<file path="config.mk">
export PLATFORM = sky130hd
export DESIGN_NAME = ahb_apb_bridge_mp
export DESIGN_NICKNAME = d
export VERILOG_FILES = /design/src/rtl/bridge_pkg.sv /design/src/rtl/apb_addr_decoder.sv /design/src/rtl/ahb_apb_bridge_mp.sv
export SDC_FILE = /design/constraint.sdc
export NUM_CORES = 1
export LEC_CHECK = 0
export ABC_AREA = 1
export CAP_MARGIN = 20
export CORE_ASPECT_RATIO = 1.4
export CORE_MARGIN = 4
export CORE_UTILIZATION = 30
export CTS_BUF_LIST = sky130_fd_sc_hd__clkbuf_4
export DETAILED_ROUTE_END_ITERATION = 16
export PLACE_DENSITY = 0.66
export SLEW_MARGIN = 30
export SYNTH_ARGS = -nofsm -noshare
export SYNTH_HDL_FRONTEND = slang
export SYNTH_SLANG_ARGS = --single-unit
</file>
<file path="constraint.sdc">
create_clock -name Hclk -period 1.78 [get_ports Hclk]
set_clock_uncertainty 0.2 [all_clocks]
set_input_delay 0.267 -clock Hclk [delete_from_list [all_inputs] [get_ports Hclk]]
set_output_delay 0.267 -clock Hclk [all_outputs]
set_load 0.05 [all_outputs]
</file>
<file path="src/rtl/bridge_pkg.sv">
// Shared types and helpers for the multi-slave AHB-Lite to APB bridge.
package bridge_pkg;

   typedef enum logic [2:0] {
      ST_IDLE,
      ST_WWAIT,
      ST_SETUP,
      ST_ACCESS,
      ST_ERR1,
      ST_ERR2
   } state_t;

   localparam logic [1:0] HTRANS_IDLE   = 2'b00;
   localparam logic [1:0] HTRANS_BUSY   = 2'b01;
   localparam logic [1:0] HTRANS_NONSEQ = 2'b10;
   localparam logic [1:0] HTRANS_SEQ    = 2'b11;

   localparam logic [1:0] HRESP_OKAY  = 2'b00;
   localparam logic [1:0] HRESP_ERROR = 2'b01;

   localparam logic [2:0] HSIZE_BYTE  = 3'b000;
   localparam logic [2:0] HSIZE_HALF  = 3'b001;
   localparam logic [2:0] HSIZE_WORD  = 3'b010;
   localparam logic [2:0] HSIZE_DWORD = 3'b011;

   // Sizes at or beyond the bus width select every lane.
   function automatic logic [7:0] strb_gen(
      input logic [2:0] size,
      input logic [2:0] addr,
      input int         nbytes
   );
      int         n;
      int         off;
      logic [7:0] m;
      n = 1 << size;
      if (n >= nbytes) begin
         m = 8'((1 << nbytes) - 1);
      end else begin
         off = int'(addr) & (nbytes - 1) & ~(n - 1);
         m   = 8'(((1 << n) - 1) << off);
      end
      return m;
   endfunction

endpackage

</file>
<file path="src/rtl/apb_addr_decoder.sv">
// Maps an AHB address onto a one-hot APB slave select.
module apb_addr_decoder
   import bridge_pkg::*;
#(
   parameter int                ADDR_W     = 32,
   parameter int                NUM_SLAVES = 4,
   parameter logic [ADDR_W-1:0] BASE_ADDR  = 32'h8000_0000,
   parameter int                SLV_SHIFT  = 12
) (
   input  logic [ADDR_W-1:0]     haddr,
   output logic [NUM_SLAVES-1:0] hit,
   output logic                  miss
);

   logic [ADDR_W-1:0] off;
   logic [ADDR_W-1:0] win;
   logic              above;

   always_comb begin
      off   = haddr - BASE_ADDR;
      win   = off >> SLV_SHIFT;
      above = (haddr >= BASE_ADDR);
      hit   = '0;
      for (int i = 0; i < NUM_SLAVES; i++) begin
         hit[i] = above && (win == ADDR_W'(i));
      end
      miss = ~|hit;
   end

endmodule

</file>
<file path="src/rtl/ahb_apb_bridge_mp.sv">
// AHB-Lite to multi-slave APB bridge with wait states, error
// mapping, byte strobes and an access timeout.
module ahb_apb_bridge_mp
   import bridge_pkg::*;
#(
   parameter int                ADDR_W     = 32,
   parameter int                DATA_W     = 32,
   parameter int                NUM_SLAVES = 4,
   parameter logic [ADDR_W-1:0] BASE_ADDR  = 32'h8000_0000,
   parameter int                SLV_SHIFT  = 12,
   parameter int                TIMEOUT    = 255
) (
   input  logic                         Hclk,
   input  logic                         Hresetn,
   input  logic [1:0]                   Htrans,
   input  logic                         Hwrite,
   input  logic                         Hreadyin,
   input  logic [2:0]                   Hsize,
   input  logic [ADDR_W-1:0]            Haddr,
   input  logic [DATA_W-1:0]            Hwdata,
   output logic                         Hreadyout,
   output logic [1:0]                   Hresp,
   output logic [DATA_W-1:0]            Hrdata,
   output logic [NUM_SLAVES-1:0]        Pselx,
   output logic                         Penable,
   output logic                         Pwrite,
   output logic [ADDR_W-1:0]            Paddr,
   output logic [DATA_W-1:0]            Pwdata,
   output logic [DATA_W/8-1:0]          Pstrb,
   input  logic [NUM_SLAVES*DATA_W-1:0] Prdata,
   input  logic [NUM_SLAVES-1:0]        Pready,
   input  logic [NUM_SLAVES-1:0]        Pslverr
);

   localparam int NB = DATA_W / 8;
   localparam int CW = (TIMEOUT > 1) ? $clog2(TIMEOUT) : 1;
   localparam logic [CW-1:0] TMO_LAST =
      CW'((TIMEOUT > 0) ? TIMEOUT - 1 : 0);

   state_t                  state;
   logic [ADDR_W-1:0]       a_addr;
   logic [2:0]              a_size;
   logic [NUM_SLAVES-1:0]   a_hit;
   logic [CW-1:0]           cnt;

   logic [NUM_SLAVES-1:0]   hit;
   logic                    miss;
   logic                    accept;
   logic                    tmo_hit;
   logic                    pready_s;
   logic                    pslverr_s;
   logic [DATA_W-1:0]       rdata_s;
   logic [7:0]              strb_w;

   apb_addr_decoder #(
      .ADDR_W     (ADDR_W),
      .NUM_SLAVES (NUM_SLAVES),
      .BASE_ADDR  (BASE_ADDR),
      .SLV_SHIFT  (SLV_SHIFT)
   ) u_dec (
      .haddr (Haddr),
      .hit   (hit),
      .miss  (miss)
   );

   // Pselx stays stable through ACCESS, so it steers the return mux.
   always_comb begin
      rdata_s   = '0;
      pready_s  = 1'b0;
      pslverr_s = 1'b0;
      for (int i = 0; i < NUM_SLAVES; i++) begin
         if (Pselx[i]) begin
            rdata_s   = rdata_s | Prdata[i*DATA_W +: DATA_W];
            pready_s  = pready_s | Pready[i];
            pslverr_s = pslverr_s | Pslverr[i];
         end
      end
      accept  = Hreadyin && Htrans[1] &&
                (state == ST_IDLE || state == ST_ERR2);
      tmo_hit = (TIMEOUT != 0) && (cnt == TMO_LAST);
      strb_w  = strb_gen(a_size, a_addr[2:0], NB);
   end

   always_ff @(posedge Hclk or negedge Hresetn) begin
      if (!Hresetn) begin
         state     <= ST_IDLE;
         a_addr    <= '0;
         a_size    <= '0;
         a_hit     <= '0;
         cnt       <= '0;
         Hreadyout <= 1'b1;
         Hresp     <= HRESP_OKAY;
         Hrdata    <= '0;
         Pselx     <= '0;
         Penable   <= 1'b0;
         Pwrite    <= 1'b0;
         Paddr     <= '0;
         Pwdata    <= '0;
         Pstrb     <= '0;
      end else begin
         unique case (state)
            ST_IDLE, ST_ERR2: begin
               state     <= ST_IDLE;
               Hreadyout <= 1'b1;
               Hresp     <= HRESP_OKAY;
               Pselx     <= '0;
               Penable   <= 1'b0;
               Pwrite    <= 1'b0;
               Paddr     <= '0;
               Pstrb     <= '0;
               if (accept) begin
                  a_addr    <= Haddr;
                  a_size    <= Hsize;
                  a_hit     <= hit;
                  Hreadyout <= 1'b0;
                  if (miss) begin
                     state <= ST_ERR1;
                     Hresp <= HRESP_ERROR;
                  end else if (Hwrite) begin
                     state <= ST_WWAIT;
                  end else begin
                     state <= ST_SETUP;
                     Pselx <= hit;
                     Paddr <= Haddr;
                  end
               end
            end
            ST_WWAIT: begin
               state  <= ST_SETUP;
               Pwdata <= Hwdata;
               Pselx  <= a_hit;
               Paddr  <= a_addr;
               Pwrite <= 1'b1;
               Pstrb  <= strb_w[NB-1:0];
            end
            ST_SETUP: begin
               state   <= ST_ACCESS;
               Penable <= 1'b1;
               cnt     <= '0;
            end
            ST_ACCESS: begin
               if (pready_s || tmo_hit) begin
                  Pselx   <= '0;
                  Penable <= 1'b0;
                  Pwrite  <= 1'b0;
                  Paddr   <= '0;
                  Pstrb   <= '0;
                  cnt     <= '0;
                  if (pready_s && !pslverr_s) begin
                     state     <= ST_IDLE;
                     Hreadyout <= 1'b1;
                     if (!Pwrite) begin
                        Hrdata <= rdata_s;
                     end
                  end else begin
                     state <= ST_ERR1;
                     Hresp <= HRESP_ERROR;
                  end
               end else begin
                  cnt <= cnt + CW'(1);
               end
            end
            ST_ERR1: begin
               state     <= ST_ERR2;
               Hreadyout <= 1'b1;
            end
            default: begin
               state <= ST_IDLE;
            end
         endcase
      end
   end

endmodule

</file>
==> After elaboration in Yosys (flattened, before gate mapping) <==
Index checks and enable logic that the tools add are counted.
{ "word_totals": {"output_inout_bits": 109, "elab_cells": 116, "regBits": 159, "in_bits": 209} }
{ "classes": {"n_shift": 3, "reduce_logical": 25, "n_addsub": 4, "n_lt_le_gt_ge": 2, "mux": 44, "bitwise_logic": 12, "n_eq_ne": 12} }
{ "ops": {"columns": ["operator", "count"], "rows": [
  ["32-bit two-way mux", 8],
  ["32-bit OR", 3],
  ["32-bit one-hot mux with 3 select lines", 1],
  ["32-bit by 2-bit subtractor with 32-bit output (second input constant)", 2],
  ["20-bit by 2-bit == test with 1-bit output (second input constant)", 2],
  ["3-bit by 32-bit AND with 32-bit output", 1],
  ["32-bit >= comparator (second input constant)", 1],
  ["32-bit by 4-bit >= comparator with 1-bit output (second input constant)", 1],
  ["32-bit logical NOT", 1],
  ["32-bit NOT", 1],
  ["1-bit by 3-bit << shifter with 32-bit output (first input constant)", 1],
  ["1-bit by 32-bit << shifter with 32-bit output (first input constant)", 1],
  ["32-bit by 32-bit << shifter with 4-bit output", 1],
  ["32-bit subtractor (second input constant)", 1],
  ["4-bit one-hot mux with 3 select lines", 2],
  ["20-bit by 1-bit == test with 1-bit output (second input constant)", 1],
  ["4-bit two-way mux", 5],
  ["8-bit one-hot mux with 2 select lines", 1],
  ["3-bit one-hot mux with 5 select lines", 1],
  ["1-bit two-way mux", 14],
  ["3-bit two-way mux", 4],
  ["1-bit one-hot mux with 3 select lines", 3],
  ["3-bit nonzero test", 3],
  ["8-bit by 1-bit adder with 8-bit output (second input constant)", 1],
  ["20 further kinds", 42]
]} }

==> Longest topological paths before layout <==
Gate-level depths: netlist (run 1).
{ "logic_depth": {"word_depth": 12, "depth_mapped": 10, "ltp_nobuf": 10} }

==> By module <==
A second synthesis (run 1) with hierarchy kept.
{ "unflattened": {"hier_cells": 997, "area_unflattened_um2": 7612.3} }
{ "by_module_without_submodules": {"columns": ["module", "instances", "area_per_inst_um2", "seq_area_each_um2", "cells_per_inst"], "rows": [
  ["ahb_apb_bridge_mp", 1, 7489.7, 3955.0, 968],
  ["apb_addr_decoder", 1, 122.6, 0.0, 29]
]} }

==> Least setup slack after synthesis (run 1) <==
OpenSTA, ideal clock, no wires.
{ "synth_timing": {"path_type": "register to register", "from": "register Pselx[1]", "to": "register Hrdata[0]", "t_required_ns": 1.507, "synth_period_minus_slack_ns": 1.949, "arrival_ns": 1.676, "path_slack_ns": -0.169, "n_path_buf": 2, "setup_ns": 0.073, "path_stages_with_launch": 11, "cell_sequence": "dfrtp_1 buf_2 nand2_1 nand2_1 nor2_1 inv_1 nand3_4 nor2_8 buf_6 nor2_1 a21oi_2"} }
{ "synth_via": {"elab_chain_cells": 8, "word_cells_on_any_way": 19, "classes_between": "mux (9); bitwise (6); reduce/logical (4)"} }
{ "synth_rtl": {"columns": ["item", "line_no", "rtl"], "rows": [
  ["from (decl)", "ahb_apb_bridge_mp.sv:24", "output logic [NUM_SLAVES-1:0] Pselx,"],
  ["from (signal assigned)", "ahb_apb_bridge_mp.sv:123", "Pselx <= hit;"],
  ["from (signal assigned)", "ahb_apb_bridge_mp.sv:131", "Pselx <= a_hit;"],
  ["1-bit two-way mux", "ahb_apb_bridge_mp.sv:72", "if (Pselx[i]) begin"],
  ["1-bit OR", "ahb_apb_bridge_mp.sv:75", "pslverr_s = pslverr_s | Pslverr[i];"],
  ["1-bit two-way mux", "ahb_apb_bridge_mp.sv:72", null],
  ["1-bit OR", "ahb_apb_bridge_mp.sv:75", null],
  ["1-bit two-way mux", "ahb_apb_bridge_mp.sv:72", null],
  ["1-bit logical NOT", "ahb_apb_bridge_mp.sv:149", "if (pready_s && !pslverr_s) begin"],
  ["1-bit logical AND", "ahb_apb_bridge_mp.sv:149", null],
  ["4-bit AND reduction (no line)", null, null],
  ["to (signal assigned)", "ahb_apb_bridge_mp.sv:153", "Hrdata <= rdata_s;"],
  ["to (decl)", "ahb_apb_bridge_mp.sv:23", "output logic [DATA_W-1:0] Hrdata,"]
]} }
Parallel ways exist; a longest one is shown, timed or not.
A chain may end at the register's enable or synchronous reset.

==> Worst setup path in the final report (run 1) <==
{ "layout_timing": {"from": "register state[2]", "to": "register a_hit[3]"} }
{ "layout_via": {"elab_chain_cells": 4, "word_cells_on_any_way": 6, "classes_between": "eq/ne (1); reduce/logical (5)"} }
{ "layout_rtl": {"columns": ["item", "line_no", "rtl"], "rows": [
  ["from (decl)", "ahb_apb_bridge_mp.sv:40", "state_t state;"],
  ["from (signal assigned)", "ahb_apb_bridge_mp.sv:86", "state <= ST_IDLE;"],
  ["from (signal assigned)", "ahb_apb_bridge_mp.sv:103", "state <= ST_IDLE;"],
  ["from (signal assigned)", "ahb_apb_bridge_mp.sv:117", "state <= ST_ERR1;"],
  ["3-bit == test / 3-bit logical NOT (equally long branches)", "ahb_apb_bridge_mp.sv:79, ahb_apb_bridge_mp.sv:101", null],
  ["1-bit logical OR", "ahb_apb_bridge_mp.sv:79", "(state == ST_IDLE || state == ST_ERR2);"],
  ["1-bit logical AND", "ahb_apb_bridge_mp.sv:78", "accept = Hreadyin && Htrans[1] &&"],
  ["2-bit AND reduction (no line) *", null, null],
  ["to (signal assigned)", "ahb_apb_bridge_mp.sv:114", "a_hit <= hit;"],
  ["to (decl)", "ahb_apb_bridge_mp.sv:43", "logic [NUM_SLAVES-1:0] a_hit;"]
]} }
Every way passes the cells marked *; elsewhere a longest branch is shown, timed or not.

==> out/results.ini, run 1 <==
[detailed_routing]
drc=0
wirelength_um=27400
drt_iter0_markers=236
wire_per_inst_um=16.7
viasPerCell=4.65
vias=7597
ant_nets=0
drt-pass1-iter-count=4

[global_routing]
grt_start_max_net_pins=47
track_usage=0.190
antenna_found_initial=2
grt_pass1_vias=7732
grt_overflow=0
grt_pass1_wl_um=41200

[power]
power_leakage_nw=5.99
peakVddDrop_uv=1290
p_per_area_nw_per_um2=1650
power_mw=21.0

[layout]
nets=1522
multi_input_area_um2=3300
fin_util=0.529
final_common_cell=nand2_1
final_cell_area_um2=12700
fillers=2210
syn_to_final_growth_pct=72.4
seqCellArea_um2=3960
final_cell_mix=nand2_1 (320), clkdlybuf4s50_1 (206), buf_4 (166)
fin_cells=1635
drive_above_1_share=0.280

[synthesis]
syn_area_per_cell_um2=8.33
syn_inst=886
synth_seq_area_share=0.536
synthFlopType=dfrtp_1
synthArstFlopShare=1.00
synth_cell_type_count=35
synthesis.area_um2=7380
synth_nets=1097
ys_ff_latch=158
synth_edf_count=0
synth-warning-count=0

[die]
io_pins=318
coreArea_um2=24100
rows=67
die_w_um=141
start_util=0.307
die-area_um2=27200
die_y_um=194

[place]
hpwl_um=19300
place_inst=1529
port_buffers=315
gp_congestion=0.836
dpl_cell_area_um2=11200

[sta]
worstMarginPinSlew_ns=0.505
fmax_mhz=545
min_period_ns=1.83
setup_viol=26
min_period_over_period=1.03
hold_viol_final=0
setup_slack_ns=-0.0535
rsz0062_at_grt=yes
slew_headroom=0.664
setup_tns_ns=-0.422
maxSlewViolCount=0

[clocking]
cts_sinks=158
cts.htree.levels=4
clkSlewWorstSetupHoldPaths_ns=0.15
cts_buffers=17
clockBufferDepth=2
cts_tree=yes
clk_latency_ns=0.56
root_buffer=clkbuf_4

[setup_path]
arrival_ns=2.12
cp_top_family=buffers and inverters
worst-setup-path-type=flop to flop
end_kind=flop
cpMaxStageDelayCell=dfrtp_2
path_cells=nand2_2 > nand3_4 > nor2_4 > buf_12 > clkinvlp_4 > buf_6 > o31ai_2
reg2reg_depth=7
slowest_delay_ns=0.49
worstPathMaxFanout=6
cp.depth=7
path_buf_inv=3
worstPathRequired_ns=2.07
start_kind=flop

[status]
violations=negative setup slack
outcome=finished, violations left

[job]
maxCapViolations=0

[min_path]
hold_class=input pin to flop
worstHoldPathCells=3

Yosys cell counts (2+ instances only):
master / count / area (um^2)
nand2_2: 2 / 12.5
ha_1: 2 / 25.0
clkbuf_1: 27 / 101
nor2_8: 2 / 40.0
buf_4: 6 / 45.0
buf_2: 11 / 55.1
nor2_1: 79 / 297
nor2_2: 2 / 12.5
nand2_1: 340 / 1280
nand3_2: 3 / 30.0
a221oi_1: 32 / 280
dfrtp_1: 157 / 3930
inv_1: 51 / 191
nand3_1: 42 / 210
o211ai_1: 2 / 15.0
o31ai_1: 2 / 15.0
xor2_1: 3 / 26.3
a22oi_1: 2 / 15.0
inv_2: 3 / 11.3
buf_6: 7 / 78.8
a21oi_2: 28 / 245
a21oi_1: 12 / 60.1
o21ai_0: 59 / 295
cell type report:
| class | instances | share of cell area |
|---|---|---|
| Clock buffer | 17 | 0.0100 |
| Multi-Input combinational cell | 623 | 0.259 |
| Antenna cell | 1 | 0.000197 |
| Timing Repair Buffer | 457 | 0.360 |
| Sequential cell | 158 | 0.311 |
| Inverter | 54 | 0.0162 |
| Tap cell | 310 | 0.0305 |
| Clock inverter | 15 | 0.0126 |
cell families (layout without fill, tap and decap cells):
kind of cell             after synthesis  in the layout  synth area share
AND/OR/NAND/NOR                      476            476             0.262
flip-flops                           158            158             0.536
AO/OA/AOI/OAI                        140            140             0.128
buffers and inverters                105            543            0.0655
XOR/XNOR                               4              4           0.00475
adder cells (fa/ha/maj)                2              2           0.00339
other                                  1              2          0.000508
worst reg2reg max path, delay by kind of cell, from the launching register on:
| family | cells | cell delay (ns) |
|---|---|---|
| buf+inv | 3 | 0.51 |
| flops | 1 | 0.49 |
| simple gates | 3 | 0.36 |
| compound gates | 1 | 0.20 |
worst paths after layout:
kind	end	slack [ns]	from
max	a_hit[3]$_DFFE_PN0P_	-0.05	state[2]$_DFFE_PN0P_
min	a_addr[8]$_DFFE_PN0P_	0.06	Haddr[8]
max reg2reg	a_hit[3]$_DFFE_PN0P_	-0.05	state[2]$_DFFE_PN0P_
min reg2reg	Pwdata[1]$_DFFE_PN0P_	0.29	Pwdata[1]$_DFFE_PN0P_
max in group asynchronous	Pwdata[19]$_DFFE_PN0P_	0.26	Hresetn
min in group asynchronous	Paddr[16]$_DFFE_PN0P_	0.51	Hresetn
layer usage:
metal | vias up | wire length, um | GRT usage
met5 | - | 13 | 0
li1 | 3699 | - | -
met4 | 2 | 707 | 0.0646
met2 | 283 | 13700 | 0.329
met1 | 3578 | 10500 | 0.217
met3 | 35 | 2370 | 0.0657
registers in the layout (all words and copies together), names as in the netlist:
name / flops
Hrdata: 32
Hreadyout: 1
Hresp: 1
Paddr: 32
Penable: 1
Pselx: 4
Pstrb: 4
Pwdata: 32
Pwrite: 1
a_addr: 32
a_hit: 4
a_size: 3
cnt: 8
state: 3
power by group:
part / total [mW] / leakage [nW] / switching (mW) / internal [mW]
Combinational: 12.6 / 3.84 / 7.86 / 4.70
Sequential: 6.19 / 2.01 / 1.02 / 5.17
Clock: 2.25 / 0.139 / 1.40 / 0.850
timing repair:
item | 4_1_cts | 5_1_grt
hold endpoints to repair | 191 | 0
endpoints found under the setup margin | 83 | 91
pin swaps | 4 | 16
hold buffers | 35 | 0
resized for setup | 39 | 95
gates cloned | 3 | 10
setup buffers | 15 | 15
per-stage QoR:
stage | hold WS (ns) | setup WS (ns)
floorplan | -0.229 | -0.0271
global placement | -0.00927 | -0.305
detailed placement | -0.0117 | -0.336
CTS | 0.0105 | -0.116
global route | 0.0140 | -0.136
finish | 0.0628 | -0.0535
Power figures use the tool's default switching activity.
==> run 2: changes to the inputs <==
- ABC_AREA: 1 -> 0
- PLACE_DENSITY: 0.66 -> 0.67
- SLEW_MARGIN: 30 -> unset
- clock period: 1.78 -> 2.2 ns (I/O delays scaled with it)
==> run 2 against run 1 <==
The run now ends clean. Utilization fell by 5.3 points. Register-to-register slack improved by 0.15 ns. Via count fell by 15%. Fmax fell by 13%. Routed wire length fell by 14%. Die area fell by 4.6%. Count of clock-buffer cells in the layout did not move. Critical endpoint is now Paddr[20]$_DFFE_PN0P_. Largest cell class is now flip-flops and latches.
==> out/results.ini, run 2 <==
[detailed_routing]
vias=6446
drt_iter0_markers=209
wirelength_um=23600
drt-pass1-iter-count=4
wire_per_inst_um=18.0
drc=0
viasPerCell=4.91
ant_nets=0

[synthesis]
syn_area_per_cell_um2=10.4
synth_most_common_cell=dfrtp_1
synth_nets=883
synthArstFlopShare=1.00
synth_seq_area_share=0.563
syn_inst=672
synth_cell_type_count=50
synth.area.top_cells=dfrtp_1 (56%), nand2_1 (8.2%), a22o_1 (6.9%), mux2_2 (5.1%), a221oi_1 (4.1%)
synth_top_area_cell=dfrtp_1
netlist.area_leader.share=0.560
synthFlopType=dfrtp_1
ys_ff_latch=158
synth_edf_count=0
synthesis.area_um2=7020
yosys-top-cells-count=dfrtp_1 (157), nand2_1 (154), a22o_1 (55), o21ai_0 (48), clkbuf_1 (34)
synth-warning-count=0

[setup_path]
crit_top_cell=a22o_1
r2r_setup_slack_ns=0.1
slowest_delay_ns=0.47
cpMaxStageDelayCell=dfrtp_2
start_kind=flop
worst-setup-path-type=flop to flop
arrival_ns=2.42
path_cells=a22o_1 > or2_4 > or3_1 > nand2_2 > buf_12 > a22o_1
end_kind=flop
rr_endpoint=Paddr[20]$_DFFE_PN0P_
crit_start=Pselx[1]$_DFFE_PN0P_
worstPathMaxFanout=24
worstPathRequired_ns=2.52
r2r-start=Pselx[1]$_DFFE_PN0P_
reg2reg_depth=6

[die]
die_w_um=137
rows=66
start_util=0.304
coreArea_um2=23100
die-area_um2=25900
die_y_um=189
io_pins=318

[job]
maxCapViolations=0

[layout]
syn_to_final_growth_pct=56.7
multi_input_area_um2=2800
drive_above_1_share=0.129
nets=1203
final_cell_mix=clkdlybuf4s50_1 (206), nand2_1 (154), dfrtp_1 (153)
seqCellArea_um2=3960
fillers=2167
fin_util=0.476
final_common_cell=clkdlybuf4s50_1

[sta]
min_period_over_period=0.957
slew_headroom=0.621
hold_viol_final=0
min_period_ns=2.10
worstMarginPinSlew_ns=0.571
maxSlewViolCount=0
setup_slack_ns=0.0952
setup_viol=0
fmax_mhz=475
rsz0062_at_grt=no
setup_tns_ns=0

[min_path]
min_from=Hsize[1]
hold_class=input pin to flop
worstHoldPathCells=3
worstHoldEndpoint=a_size[1]$_DFFE_PN0P_

[global_routing]
grt_overflow=0
grt_start_max_net_pins=65
track_usage=0.176
grt_pass1_vias=6592
antenna_found_initial=1
grt_pass1_wl_um=35700

[place]
dp_slack_ns=-0.314
gp_congestion=0.795
hpwl_um=17200
port_buffers=315

[clocking]
cts_tree=yes
clk_latency_ns=0.57
root_buffer=clkbuf_4
clkSlewWorstSetupHoldPaths_ns=0.15
cts.htree.levels=4
clockBufferDepth=2
cts_sinks=158
cts_setup_buffers=0
cts_buffers=17

[power]
power_leakage_nw=5.03
peakVddDrop_uv=829
power_mw=16.0
p_per_area_nw_per_um2=1460

[status]
outcome=completed

run 2: area by class of cell:
type / count / share of cell area
tap: 306 / 0.0348
sequential: 158 / 0.360
antenna: 1 / 0.000227
timing repair buffer: 355 / 0.318
clock inverter: 15 / 0.0181
multi-input combinational: 451 / 0.254
clock buffer: 17 / 0.0116
inverter: 9 / 0.00307
run 2: worst max-delay path by stage:
| stage | endpoint | slack (ns) | cells after the start |
|---|---|---|---|
| global route | Paddr[31]$_DFFE_PN0P_ | 0.00004 | 7 |
| global placement | Pselx[1]$_DFFE_PN0P_ | -0.29 | 7 |
| finish | Paddr[20]$_DFFE_PN0P_ | 0.1 | 6 |
| floorplan | cnt[4]$_DFFE_PN0P_ | -0.06 | 7 |
| detailed placement | Pselx[1]$_DFFE_PN0P_ | -0.31 | 7 |
| CTS | Pselx[3] | 0.01 | 2 |
run 2: timing repair:
action / CTS / global route
gates cloned: 0 / 0
endpoints found under the hold margin: 159 / 0
pin swaps: 0 / 0
hold buffers: 4 / 0
gates resized for setup: 97 / 3
endpoints found under the setup margin: 97 / 17
run 2: per-layer routing:
layer | vias up | share of wire | track usage | wire (um)
met5 | - | 0 | 0 | 0
li1 | 3058 | - | - | -
met4 | 0 | 0.016 | 0.0538 | 375
met1 | 3107 | 0.38 | 0.201 | 9070
met3 | 25 | 0.095 | 0.0566 | 2240
met2 | 256 | 0.50 | 0.310 | 11900
run 2: kinds of logic after synthesis:
| family | Yosys count | share of synthesized area |
|---|---|---|
| adders and majority gates | 2 | 0.00356 |
| other | 1 | 0.000534 |
| muxes | 33 | 0.0528 |
| and+or+nand+nor | 220 | 0.137 |
| xor gates and xnor gates | 3 | 0.00481 |
| buffers and inverters | 63 | 0.0399 |
| AOI/OAI and AO/OA | 192 | 0.199 |
| DFF | 158 | 0.563 |
run 2: metrics by stage:
stage                     hold slack, ns  cell area [um^2]  cells
after floorplan                   -0.166              7050    672
after global placement            0.0717             10700   1275
after detailed placement          0.0711             10700   1275
after CTS                         0.0129             11000   1311
after global routing              0.0293             11000   1312
final                             0.0780             11000   1312
run 2: report_power, final:
part           switching, mW  leakage [nW]  internal, mW  total, mW
combinational           5.99          2.86          3.14       9.13
clock                   1.19         0.172         0.831       2.02
sequential             0.696          2.00          4.17       4.87
total                   7.87          5.03          8.14       16.0
run 2: worst max-delay path, delay by kind of cell, from the launching register on:
kind	cells	cell delay [ns]
simple gates	3	0.81
compound gates	2	0.38
flops	1	0.47
buf+inv	1	0.18
==> run 3: changes to the inputs <==
- CORE_MARGIN: 4 -> unset
- CTS_BUF_LIST: sky130_fd_sc_hd__clkbuf_4 -> sky130_fd_sc_hd__clkbuf_4 sky130_fd_sc_hd__clkbuf_8
- HOLD_SLACK_MARGIN: unset -> 0.1
==> run 3 against run 2 <==
Count of clock-buffer cells in the layout increased by 4. Critical path type is now flop to output pin. Register-to-register slack better by 0.03 ns. Hold slack gained 0.081 ns. Fmax is 1.2% lower.
==> out/results.ini, run 3 (synthesis results as in run 2) <==
[setup_path]
path_buf_inv=1
worstPathRequired_ns=1.67
cpMaxStageDelayCell=clkdlybuf4s50_1
r2r_setup_slack_ns=0.13
cp_top_family=buffers and inverters
path_cells=clkdlybuf4s50_1
worst-setup-path-type=flop to output pin
end_kind=output pin
slowest_delay_ns=0.80
worstPathMaxFanout=2
arrival_ns=1.60
start_kind=flop

[clocking]
clk_latency_ns=0.47
clockBufferDepth=2
cts_setup_buffers=0
cts_buffers=17
cts_tree=yes
root_buffer=clkbuf_8
clkSlewWorstSetupHoldPaths_ns=0.08
cts.htree.levels=4
cts_sinks=158

[detailed_routing]
wirelength_um=23000
drt-pass1-iter-count=5
viasPerCell=4.92
drt_iter0_markers=223
vias=6456
drc=0
wire_per_inst_um=17.5
ant_nets=0

[layout]
fin_util=0.488
syn_to_final_growth_pct=58.4
nets=1207
drive_above_1_share=0.130
final_cell_mix=clkdlybuf4s50_1 (208), nand2_1 (154), dfrtp_1 (153)
final_cell_area_um2=11100
final_common_cell=clkdlybuf4s50_1

[die]
start_util=0.308
io_pins=318
coreArea_um2=22800
die_w_um=131
die-area_um2=24000
rows=65
die_y_um=183

[sta]
slew_headroom=0.635
maxSlewViolCount=0
worstMarginPinSlew_ns=0.550
min_period_over_period=0.969
min_period_ns=2.13
fmax_mhz=469
rsz0062_at_grt=no
hold_viol_final=0
setup_viol=0

[place]
gp_congestion=0.806
dpl_cell_area_um2=10800
port_buffers=315
hpwl_um=16700

[global_routing]
grt_overflow=0
grt_pass1_vias=6612
grt_start_max_net_pins=65
track_usage=0.195
antenna_found_initial=1
grt_pass1_wl_um=36300

[status]
outcome=completed

[job]
maxCapViolations=0

[min_path]
hold_class=input pin to asynchronous set/reset pin

[power]
peakVddDrop_uv=762
p_per_area_nw_per_um2=1460
power_mw=16.2
power_leakage_nw=5.30

run 3: final cells by class:
class                           count  area (um^2)
Inverter                            9         33.8
Sequential cell                   158         3960
Fill cell                        2139        11700
Clock buffer                       21          283
Clock inverter                     11         80.1
Antenna cell                        1         2.50
Timing Repair Buffer              359         3580
Multi-Input combinational cell    451         2800
Tap cell                          301          377
run 3: what timing repair did:
action | in CTS | in global routing
hold buffers | 1 | 0
endpoints found under the hold margin | 157 | 0
gates resized for setup | 73 | 28
setup endpoints to repair | 73 | 30
pin swaps | 0 | 0
run 3: worst paths after layout:
path                                  startpoint  cells past startpoint                     to
max                        Pwdata[8]$_DFFE_PN0P_                      1              Pwdata[8]
min                                      Hresetn                      2  Paddr[25]$_DFFE_PN0P_
max reg2reg                 Pselx[0]$_DFFE_PN0P_                      6     cnt[5]$_DFFE_PN0P_
min reg2reg                a_addr[9]$_DFFE_PN0P_                      2  a_addr[9]$_DFFE_PN0P_
max in group asynchronous                Hresetn                      3  Hreadyout$_DFFE_PN1P_
min in group Hclk                       Hsize[2]                      3  a_size[2]$_DFFE_PN0P_
run 3: per-stage QoR:
stage	setup slack, ns	cells	setup TNS, ns	hold WS (ns)
3_5_place_dp	-0.357	1277	-15.07	0.0817
5_1_grt	0.0114	1311	0	0.151
6_report	0.0692	1311	0	0.160
3_3_place_gp	-0.275	1277	-12.62	0.0762
2_1_floorplan	-0.0620	672	-0.209	-0.166
4_1_cts	0.000894	1310	0	0.114
run 3: routing by layer:
metal / up-vias / share of wire / routed length [um] / GRT usage
met1: 3084 / 0.38 / 8660 / 0.209
met4: 0 / 0.038 / 874 / 0.100
met5: - / 0 / 0 / 0
met2: 275 / 0.51 / 11700 / 0.344
met3: 38 / 0.076 / 1760 / 0.0616
li1: 3059 / - / - / -
run 3: worst reg2reg max path, delay by kind of cell (launching register included):
family	cells	cell delay, ns
AOI/OAI and AO/OA	3	0.56
and+or+nand+nor	2	0.63
buffers and inverters	1	0.16
DFF	1	0.45
run 3: power breakdown:
part           internal (mW)  switching (mW)
combinational           3.31            5.96
sequential              4.18           0.716
clock                  0.891            1.16
total                   8.39            7.84
